==> src/rtl/cluster_boot_pkg.sv <==
// Shared types and default timing constants for the cluster boot sequencer.
// Provides the FSM state enum and a small max helper for counter sizing.
package cluster_boot_pkg;

  typedef enum logic [2:0] {
    OFF        = 3'd0,
    CLK_ON     = 3'd1,
    RST_REL    = 3'd2,
    DEISO      = 3'd3,
    RUN        = 3'd4,
    ISO        = 3'd5,
    RST_ASSERT = 3'd6
  } cluster_boot_state_e;

  localparam int unsigned CLK_SETTLE_DEF  = 8;
  localparam int unsigned RST_HOLD_DEF    = 16;
  localparam int unsigned ISO_TIMEOUT_DEF = 1024;

  function automatic int unsigned max3(
    input int unsigned a,
    input int unsigned b,
    input int unsigned c
  );
    int unsigned m;
    m = (a > b) ? a : b;
    return (m > c) ? m : c;
  endfunction

endpackage

==> src/rtl/cluster_boot_seq.sv <==
// Cluster power-up/power-down sequencer: orders clock enable, reset
// release, AXI de-isolation and fetch enable, and reverses them on the
// way down, with an isolation handshake guarded by a timeout.
// Ports:
//   clk_i, rst_i        clock, async active-high reset
//   pwr_req_i           cluster on request (level)
//   sa_boot_i           standalone-boot enable, latched on entry to RUN
//   fetch_en_i          fetch enable request
//   isolated_i          isolation stage status (1 = isolated, idle)
//   clk_en_o, rstn_o    cluster clock-gate enable, active-low reset
//   isolate_o           isolation request
//   fetch_en_o          cluster fetch enable
//   sa_boot_o           latched standalone-boot enable
//   busy_o              sequence in progress
//   error_o             sticky isolation-timeout flag
module cluster_boot_seq
  import cluster_boot_pkg::*;
#(
  parameter int unsigned CLK_SETTLE_CYCLES  = CLK_SETTLE_DEF,
  parameter int unsigned RST_HOLD_CYCLES    = RST_HOLD_DEF,
  parameter int unsigned ISO_TIMEOUT_CYCLES = ISO_TIMEOUT_DEF
) (
  input  logic clk_i,
  input  logic rst_i,
  input  logic pwr_req_i,
  input  logic sa_boot_i,
  input  logic fetch_en_i,
  input  logic isolated_i,
  output logic clk_en_o,
  output logic rstn_o,
  output logic isolate_o,
  output logic fetch_en_o,
  output logic sa_boot_o,
  output logic busy_o,
  output logic error_o
);

  localparam int unsigned CNT_WIDTH =
    $clog2(max3(CLK_SETTLE_CYCLES, RST_HOLD_CYCLES,
                ISO_TIMEOUT_CYCLES)) + 1;

  typedef logic [CNT_WIDTH-1:0] cnt_t;

  localparam cnt_t CLK_LOAD = cnt_t'(CLK_SETTLE_CYCLES - 1);
  localparam cnt_t RST_LOAD = cnt_t'(RST_HOLD_CYCLES - 1);
  localparam cnt_t ISO_LOAD = cnt_t'(ISO_TIMEOUT_CYCLES - 1);

  cluster_boot_state_e state_q, state_d;
  cnt_t                cnt_q, cnt_d;
  logic                err_q, err_d;
  logic                sa_q, sa_d;
  logic                fe_q, fe_d;
  logic                cnt_zero;

  assign cnt_zero = (cnt_q == '0);

  always_ff @(posedge clk_i or posedge rst_i) begin
    if (rst_i) begin
      state_q <= OFF;
      cnt_q   <= '0;
      err_q   <= 1'b0;
      sa_q    <= 1'b0;
      fe_q    <= 1'b0;
    end else begin
      state_q <= state_d;
      cnt_q   <= cnt_d;
      err_q   <= err_d;
      sa_q    <= sa_d;
      fe_q    <= fe_d;
    end
  end

  always_comb begin
    state_d = state_q;
    // Shared down-counter saturates at zero; loads override below.
    cnt_d   = cnt_zero ? '0 : cnt_q - cnt_t'(1);
    err_d   = err_q;
    sa_d    = sa_q;
    // Only meaningful while staying in RUN; gated at the output.
    fe_d    = (state_q == RUN) & fetch_en_i;
    case (state_q)
      OFF: begin
        if (pwr_req_i) begin
          state_d = CLK_ON;
          cnt_d   = CLK_LOAD;
          err_d   = 1'b0;
        end
      end
      CLK_ON: begin
        if (cnt_zero) begin
          state_d = RST_REL;
          cnt_d   = RST_LOAD;
        end
      end
      RST_REL: begin
        if (cnt_zero) begin
          state_d = DEISO;
          cnt_d   = ISO_LOAD;
        end
      end
      DEISO: begin
        if (!isolated_i) begin
          state_d = RUN;
          sa_d    = sa_boot_i;
        end else if (cnt_zero) begin
          state_d = RUN;
          sa_d    = sa_boot_i;
          err_d   = 1'b1;
        end
      end
      RUN: begin
        if (!pwr_req_i) begin
          state_d = ISO;
          cnt_d   = ISO_LOAD;
        end
      end
      ISO: begin
        if (isolated_i) begin
          state_d = RST_ASSERT;
          cnt_d   = RST_LOAD;
        end else if (cnt_zero) begin
          state_d = RST_ASSERT;
          cnt_d   = RST_LOAD;
          err_d   = 1'b1;
        end
      end
      RST_ASSERT: begin
        if (cnt_zero) begin
          state_d = OFF;
        end
      end
      default: begin
        state_d = OFF;
        cnt_d   = '0;
      end
    endcase
  end

  always_comb begin
    clk_en_o   = 1'b0;
    rstn_o     = 1'b0;
    isolate_o  = 1'b1;
    fetch_en_o = 1'b0;
    busy_o     = 1'b1;
    case (state_q)
      OFF: begin
        busy_o = 1'b0;
      end
      CLK_ON: begin
        clk_en_o = 1'b1;
      end
      RST_REL: begin
        clk_en_o = 1'b1;
        rstn_o   = 1'b1;
      end
      DEISO: begin
        clk_en_o  = 1'b1;
        rstn_o    = 1'b1;
        isolate_o = 1'b0;
      end
      RUN: begin
        clk_en_o   = 1'b1;
        rstn_o     = 1'b1;
        isolate_o  = 1'b0;
        fetch_en_o = fe_q;
        busy_o     = 1'b0;
      end
      ISO: begin
        clk_en_o = 1'b1;
        rstn_o   = 1'b1;
      end
      RST_ASSERT: begin
        clk_en_o = 1'b1;
      end
      default: begin
        busy_o = 1'b0;
      end
    endcase
  end

  assign sa_boot_o = sa_q;
  assign error_o   = err_q;

endmodule

==> config.mk <==
export PLATFORM = sky130hd
export DESIGN_NAME = cluster_boot_seq
export DESIGN_NICKNAME = d
export VERILOG_FILES = /design/src/rtl/cluster_boot_pkg.sv /design/src/rtl/cluster_boot_seq.sv
export SDC_FILE = /design/constraint.sdc
export NUM_CORES = 1
export LEC_CHECK = 0
export CORE_UTILIZATION = 60
export DETAILED_ROUTE_END_ITERATION = 16
export DONT_BUFFER_PORTS = 1
export GPL_ROUTABILITY_DRIVEN = 0
export PLACE_DENSITY = 0.87
export SYNTH_ARGS = -nofsm -noshare
export SYNTH_HDL_FRONTEND = slang
export SYNTH_SLANG_ARGS = --single-unit
==> constraint.sdc <==
create_clock -name clk_i -period 3.7 [get_ports clk_i]
set_input_delay 0.74 -clock clk_i [delete_from_list [all_inputs] [get_ports clk_i]]
set_output_delay 0.74 -clock clk_i [all_outputs]
set_load 0.05 [all_outputs]
==> results.yml, run 1 <==
worst_setup_path:
  path_max_fanout: 16
  ff2ff_setup_slack_ns: 1.48
  required_ns: 2.96
  r2r-end: "cnt_q[6]"
  crit_arrival_ns: 1.84
  startpoint_type: "flip-flop"
  timing.rr.start: "cnt_q[0]"
  crit_family: "simple AND/OR/NAND/NOR gates"
  cp-end-kind: "primary output"
  cp.depth: 3
  cp_cell_sequence: "inv_1 > nand3_1 > and2_1"
  crit_slowest_cell: "dfrtp_1"
  max_stage_delay_ns: 0.65
  path_class: "flip-flop to primary output"
  crit_buf_inv: 1
  r2r_cells: 6
cells_and_area:
  nets: 130
  n_fill_cell: 131
  layout_commonest_cell: "dfrtp_1"
  post_route_cells_drive_above_1_share_pct: 9.84
  multi_input_comb_area_um2: 578
  antennaDiodeCount: 0
  final_cells: 138
  final_cell_mix: "17 x dfrtp_1, 14 x a21oi_1, 12 x nor2_1, 9 x nand2_1, 9 x o21ai_0"
  regArea_um2: 425
  area_growth_pct: 2.95
logic_synthesis:
  syn_area_per_cell_um2: 8.55
  syn-num-nets: 131
  ys_types: 37
  synth_adder_area_share_pct: 1.18
  synth_simple_gate_area_share_pct: 22.0
  yosysWarnings: 0
  yosys-mux-area-fraction_pct: 2.01
  ys_ff_latch: 17
  async_flop_share_pct: 100
  ys_seq_area_share_pct: 40.1
  synth_area_leaders: "dfrtp_1 40%, a21oi_1 6.6%, o21ai_0 4.3%"
  synth_top_cell_area_share_pct: 40.1
  synth_top_family_by_area: "compound AO/OA/AOI/OAI gates"
  syn_inst: 124
  synth-edff-count: 0
  synth-xor-area-share_pct: 7.44
  synth_compound_area_share_pct: 22.0
  synth_top_flop_cell: "dfrtp_1"
  syn_area_um2: 1060
  synth_top_area_cell: "dfrtp_1"
global_routing:
  grt_pass1_vias: 812
  antenna_found_initial: 0
  grt_pass1_wl_mm: 3.51
  grt_max_degree: 20
  grt_overflow: 0
  track_usage_pct: 25.5
detailed_routing:
  ant_nets: 0
  vias_per_cell: 6.54
  drt_iter0_markers: 32
  vias: 903
  wire_per_inst_um: 15.8
  dr.pass1.iters: 4
  drc: 0
  wirelength_mm: 2.19
power:
  vdd_drop_max_uv: 613
  leakage_uw: 0.000483
  power_density_nw_per_um2: 947
floorplanning:
  ios: 13
  core.rowCount: 14
  die-area_um2: 1940
  core_area_um2: 1580
  die_x_um: 44.0
  initial_core_util_pct: 67.2
  die_h_um: 44.0
sta:
  postLayoutSetupSlackWorst_ns: 1.12
  fin_crit_sh_pct: 69.7
  fmax_ghz: 0.387
  clock_skew_ns: 0.00113
  slew_violations: 0
  slew_headroom_pct: 33.8
  setup-tns-final_ns: 0
  min_period_ns: 2.58
  finalHoldViolations: 0
  setup_viol: 0
  tightest_slew_ns: 0.989
  rsz0062_at_grt: "false"
run:
  cap_violations: 0
placed_design:
  port_buffers: 0
  place_hpwl_mm: 1.57
  place_ws_ns: 1.47
  place_inst: 134
clock_network:
  cts_buffer_depth: 2
  clk_pin_slew_ns: 0.09
  clock-sinks: 17
  cts_tree: "yes"
  post_cts_buffers: 0
  cts_buffers: 3
  cts_hold_buf: 0
  worstSkewPairLatency_ns: 0.29
  h-tree-depth: 1
  clockRootBuffer: "clkbuf_4"
  cts-resized-gates: 0
run_status:
  status: "complete, no violations"
worst_hold_path:
  min-delay-path-class: "input pin to asynchronous set/reset pin"
worst register-to-register path, stage by stage (launching register included):
cell	delay (ns)
dfrtp_1	0.42
inv_1	0.07
ha_1	0.18
nor3b_2	0.40
nand3_1	0.33
a21oi_1	0.49
o21ai_0	0.19
how the worst max path moves through the flow:
stage | start | endpoint | slack, ns
floorplan | state_q[1] | rstn_o | 1.33
global placement | state_q[2] | isolate_o | 1.50
detailed placement | state_q[2] | isolate_o | 1.47
CTS | state_q[2] | isolate_o | 1.13
global route | state_q[1] | isolate_o | 1.01
finish | state_q[2] | isolate_o | 1.12
power by group:
group          leakage, uW  internal (uW)  total, uW  switching (uW)
combinational     0.000254            196        524             328
clock            0.0000150           42.0        100            58.3
sequential        0.000214            258        408             151
total             0.000483            496       1030             537
flip-flops by register name (all words and copies together), names as in the netlist:
signal,flops
sa_boot_o,1
state_q,3
cnt_q,11
fe_q,1
error_o,1
routing by layer:
metal	up-vias	global-route usage, %	share of wire [%]
li1	437	-	-
met1	429	32.8	45
met2	32	40.3	46
met3	5	4.90	6.3
met4	0	14.5	2.6
met5	-	0	0
through the flow:
stage	cell area, um^2	util (%)	power (uW)	hold slack (ns)
after CTS	1090	69.2	1030	0.414
after global routing	1090	69.2	1110	0.455
after floorplan	1060	-	832	0.486
final	1090	69.2	1030	0.405
after global placement	1060	67.5	907	0.511
after detailed placement	1060	67.5	930	0.525
cell families after synthesis:
group,count (synthesis)
AO/OA/AOI/OAI,39
XOR/XNOR,9
adder cells (fa/ha/maj),1
buffers and inverters,15
flip-flops,17
multiplexers,2
AND/OR/NAND/NOR,41
Yosys cell counts, types with 3 or more instances:
master    count
o22ai_1       5
inv_1         7
nand3_1       3
dfrtp_1      17
nor2_1       12
xor2_1        4
a21oi_1      14
xnor2_1       5
nand2_1       9
clkbuf_1      7
o21ai_0       9
final cells by class:
type | count | area share, %
repair buffers | 2 | 1.38
well taps | 16 | 1.83
clock buffers | 4 | 2.41
multi-input cells | 92 | 53.0
inverters | 7 | 2.41
flip-flops and latches | 17 | 39.0
Power figures use the tool's default switching activity.
==> run 2, diff against run 1 <==
clock period = 2.4 ns   (was 3.7 ns; I/O delays follow)
==> run 2 against run 1 <==
Compared with the run above:
- combinational power is 84% higher
- via count rose by 3.2%
- register-to-register slack lost 1.2 ns
- sequential share of layout area fell by 1.2 points
- critical path depth grew 3
- clock skew barely moved
- clock-buffer cell count down 1
- routed wire length up 5.6%
- sequential cell count unchanged
- sequential power is 35% higher
- core utilization up 2.1 points
- largest cell class unchanged
- largest power group unchanged
==> results.yml, run 2 (synthesis gave the netlist of run 1 again) <==
global_routing:
  grt_pass1_wl_mm: 3.66
  antenna_found_initial: 0
  grt_overflow: 0
  grt_pass1_vias: 765
  track_usage_pct: 26.5
  grt_max_degree: 19
floorplanning:
  die_x_um: 44.0
  die_h_um: 44.0
  core_area_um2: 1580
  core.rowCount: 14
  ios: 13
  die-area_um2: 1940
  initial_core_util_pct: 67.2
clock_network:
  clock-sinks: 17
  post_cts_buffers: 0
  cts_hold_buf: 0
  h-tree-depth: 1
  clk_pin_slew_ns: 0.11
  clockRootBuffer: "clkbuf_4"
  cts_buffer_depth: 2
  cts-resized-gates: 0
  worstSkewPairLatency_ns: 0.30
  cts_tree: "yes"
  cts_buffers: 3
detailed_routing:
  wl_met3_um: 176
  top_layer_used: "met4"
  vias_per_cell: 6.56
  drt_iter0_markers: 59
  wire_per_inst_um: 16.2
  wirelength_mm: 2.31
  dr.pass1.iters: 4
  ant_nets: 0
  wl_met1_mm: 1.02
  drc: 0
  wl_met2_mm: 1.05
  vias: 932
run:
  cap_violations: 0
placed_design:
  place_ws_ns: 0.291
  port_buffers: 0
  place_hpwl_mm: 1.72
  place_inst: 138
sta:
  min_period_ns: 2.13
  clock_skew_ns: 0.000973
  tightest_slew_ns: 0.633
  slew_headroom_pct: 57.8
  slew_violations: 0
  finalHoldViolations: 0
  fmax_ghz: 0.468
  fin_crit_sh_pct: 88.9
  setup-tns-final_ns: 0
  rsz0062_at_grt: "false"
  postLayoutSetupSlackWorst_ns: 0.265
  setup_viol: 0
cells_and_area:
  final_cell_mix: "17 x dfrtp_1, 14 x a21oi_1, 12 x nor2_1, 9 x nand2_1, 9 x o21ai_0"
  n_fill_cell: 124
  post_route_cells_drive_above_1_share_pct: 13.5
  top_regs: "cnt_q: 11 flops, state_q: 3 flops"
  area_growth_pct: 6.14
  layout_commonest_cell: "dfrtp_1"
  antennaDiodeCount: 0
  nets: 134
  regMostFlops: "cnt_q"
  final_cells: 142
  largest_register_ffs: 11
power:
  leakage_uw: 0.000502
  vdd_drop_max_uv: 1080
  power_density_nw_per_um2: 1500
worst_hold_path:
  min-delay-path-class: "input pin to asynchronous set/reset pin"
worst_setup_path:
  path_max_fanout: 7
  startpoint_type: "flip-flop"
  crit_arrival_ns: 2.30
  cp-end-kind: "flip-flop"
  max_stage_delay_ns: 0.47
  cp_cell_sequence: "inv_1 > ha_1 > nor3b_2 > nand3_1 > a21oi_1 > o21ai_0"
  required_ns: 2.56
  crit_slowest_cell: "a21oi_1"
  path_class: "flip-flop to flip-flop"
run_status:
  status: "complete, no violations"
run 2: cell count changes in the layout (fill, tap and decap cells not counted), sizes merged:
cell,previous run,this run
clkbuf,4,3
clkinvlp,0,1
buf,2,6
run 2: through the flow:
step	cell area, um^2	total power, uW	hold slack [ns]	utilization (%)
after floorplan	1060	1280	0.406	-
after global placement	1090	1470	0.480	69.4
after detailed placement	1090	1510	0.489	69.4
after CTS	1120	1670	0.160	71.3
after global routing	1120	1790	0.189	71.3
final	1120	1680	0.128	71.3
run 2: final timing paths:
kind,cells after the start,start,to,slack [ns]
setup / recovery,6,cnt_q[0],cnt_q[5],0.27
hold / removal,1,rst_i,cnt_q[6],0.13
setup reg to reg,6,cnt_q[0],cnt_q[5],0.27
hold reg to reg,1,cnt_q[0],cnt_q[0],0.55
max in group asynchronous,1,rst_i,cnt_q[7],1.86
min in group clk_i,1,pwr_req_i,error_o,0.28
run 2: cell type report:
cell class,count,area [um^2],area share (%)
clock buffer,3,22.5,2.00
clock inverter,1,7.51,0.667
inverter,7,26.3,2.34
multi-input combinational,92,578,51.4
sequential,17,425,37.8
tap,16,20.0,1.78
timing repair buffer,6,45.0,4.00
run 2: per-layer routing:
| layer | vias to the layer above | track usage, % |
|---|---|---|
| li1 | 447 | - |
| met1 | 428 | 37.6 |
| met2 | 51 | 37.4 |
| met3 | 6 | 4.90 |
| met4 | 0 | 16.4 |
| met5 | - | 0 |
run 2: critical path: cells and delay by family, from the launching register on:
kind | cells | cell delay, ns
buf+inv | 1 | 0.07
fa+ha+maj | 1 | 0.18
simple gates | 2 | 0.66
flops | 1 | 0.42
compound gates | 2 | 0.67
run 2: power breakdown:
group	switching [uW]	total, uW	internal, uW	leakage, uW
sequential	151	550	399	0.000214
clock	103	167	63.6	0.0000139
combinational	616	966	350	0.000274
total	870	1680	812	0.000502
==> run 3, diff against run 2 <==
SETUP_SLACK_MARGIN = 0.05   (was unset)
==> run 3 against run 2 <==
Compared with the run above:
- critical path type unchanged
- first-iteration DRC count fell by 3.4%
- global-route usage is the same
- sequential share of layout area shrank 0.13 points
- via count did not move
- largest cell class unchanged
- core utilization grew 0.24 points
- clock-buffer cell count is the same
- final area up 0.33%
- fmax increased by 1.1%
- sequential cell count is the same
==> results.yml, run 3 (synthesis gave the netlist of run 1 again) <==
worst_setup_path:
  crit_slowest_cell: "dfrtp_1"
  cp-end-kind: "flip-flop"
  startpoint_type: "flip-flop"
  path_class: "flip-flop to flip-flop"
  timing.rr.start: "cnt_q[0]"
  crit_buf_inv: 1
  path_max_fanout: 7
  r2r_cells: 6
  r2r-end: "sa_boot_o"
  crit_arrival_ns: 2.31
  cp.depth: 6
  cp_cell_sequence: "inv_1 > ha_1 > nor3b_2 > nand3_1 > a21oi_1 > mux2_2"
  ff2ff_setup_slack_ns: 0.29
  required_ns: 2.60
  crit_family: "simple AND/OR/NAND/NOR gates"
  setup.worst_path.start: "cnt_q[0]"
  max_stage_delay_ns: 0.42
detailed_routing:
  vias_per_cell: 6.56
  wl_met1_um: 994
  wire_per_inst_um: 16.1
  wl_met2_mm: 1.04
  drc: 0
  dr.pass1.iters: 4
  top_layer_used: "met4"
  drt_iter0_markers: 57
  vias: 932
  wirelength_mm: 2.29
  wl_met3_um: 192
  ant_nets: 0
clock_network:
  clockRootBuffer: "clkbuf_4"
  worstSkewPairLatency_ns: 0.31
  cts_tree: "yes"
  clk_pin_slew_ns: 0.11
  cts_buffers: 3
  clock-sinks: 17
  h-tree-depth: 1
  cts_buffer_depth: 2
sta:
  clock_skew_ns: 0.00325
  setup_viol: 0
  setup-tns-final_ns: 0
  postLayoutSetupSlackWorst_ns: 0.288
  fin_crit_sh_pct: 88.0
  fmax_ghz: 0.474
  finalHoldViolations: 0
  min_period_ns: 2.11
  tightest_slew_ns: 0.630
  slew_headroom_pct: 57.9
  rsz0062_at_grt: "false"
  slew_violations: 0
global_routing:
  antenna_found_initial: 0
  grt_pass1_wl_mm: 3.66
  grt_max_degree: 19
  track_usage_pct: 26.5
  grt_pass1_vias: 765
  grt_overflow: 0
power:
  vdd_drop_max_uv: 1080
  finalPower_uw: 1690
  power_density_nw_per_um2: 1500
  leakage_uw: 0.000502
cells_and_area:
  top_regs: "cnt_q: 11 flops, state_q: 3 flops"
  n_fill_cell: 122
  layout_commonest_cell: "dfrtp_1"
  largest_register_ffs: 11
  post_route_cells_drive_above_1_share_pct: 14.3
  fin_area_um2: 1130
  final_cell_mix: "17 x dfrtp_1, 13 x a21oi_1, 12 x nor2_1, 9 x nand2_1, 9 x o21ai_0"
  final_cells: 142
  regMostFlops: "cnt_q"
  area_growth_pct: 6.49
  multi_input_comb_area_um2: 582
  antennaDiodeCount: 0
  regArea_um2: 425
  nets: 134
worst_hold_path:
  min-delay-path-class: "input pin to asynchronous set/reset pin"
floorplanning:
  die_h_um: 44.0
  initial_core_util_pct: 67.2
  ios: 13
  core_area_um2: 1580
  die_x_um: 44.0
  die-area_um2: 1940
  core.rowCount: 14
placed_design:
  port_buffers: 0
  place_ws_ns: 0.291
  placed_cell_area_um2: 1090
  place_inst: 138
  place_hpwl_mm: 1.72
run:
  cap_violations: 0
run_status:
  status: "complete, no violations"
run 3: how the worst max path moves through the flow:
stage / slack [ns] / end
3_3_place_gp: 0.40 / sa_boot_o
4_1_cts: 0.27 / cnt_q[5]
6_report: 0.29 / sa_boot_o
5_1_grt: 0.12 / sa_boot_o
2_1_floorplan: 0.29 / rstn_o
3_5_place_dp: 0.29 / cnt_q[5]
run 3: cell type report:
class / instances / area share (%)
tap: 16 / 1.77
clock inverter: 1 / 0.665
clock buffer: 3 / 2.00
sequential: 17 / 37.7
multi-input combinational: 92 / 51.6
timing repair buffer: 6 / 3.99
inverter: 7 / 2.33
run 3: report_power, final:
group          total, uW  switching (uW)  internal, uW
Clock                169             106          63.6
Sequential           550             151           399
Combinational        969             615           353
run 3: timing repair:
item | 4_1_cts | 5_1_grt
resized for setup | 0 | 1
endpoints found under the setup margin | 0 | 1
setup buffers | 0 | 0
hold endpoints to repair | 0 | 0
hold buffers | 0 | 0
run 3: per-layer routing:
layer	vias to the layer above	global-route usage [%]
met4	0	16.4
met2	54	37.4
met3	6	4.90
li1	445	-
met1	427	37.6
met5	-	0
run 3: per-stage QoR:
stage | hold WS, ns | util, %
5_1_grt | 0.189 | 71.6
3_5_place_dp | 0.489 | 69.4
4_1_cts | 0.160 | 71.3
6_report | 0.122 | 71.6
3_3_place_gp | 0.480 | 69.4
2_1_floorplan | 0.406 | -
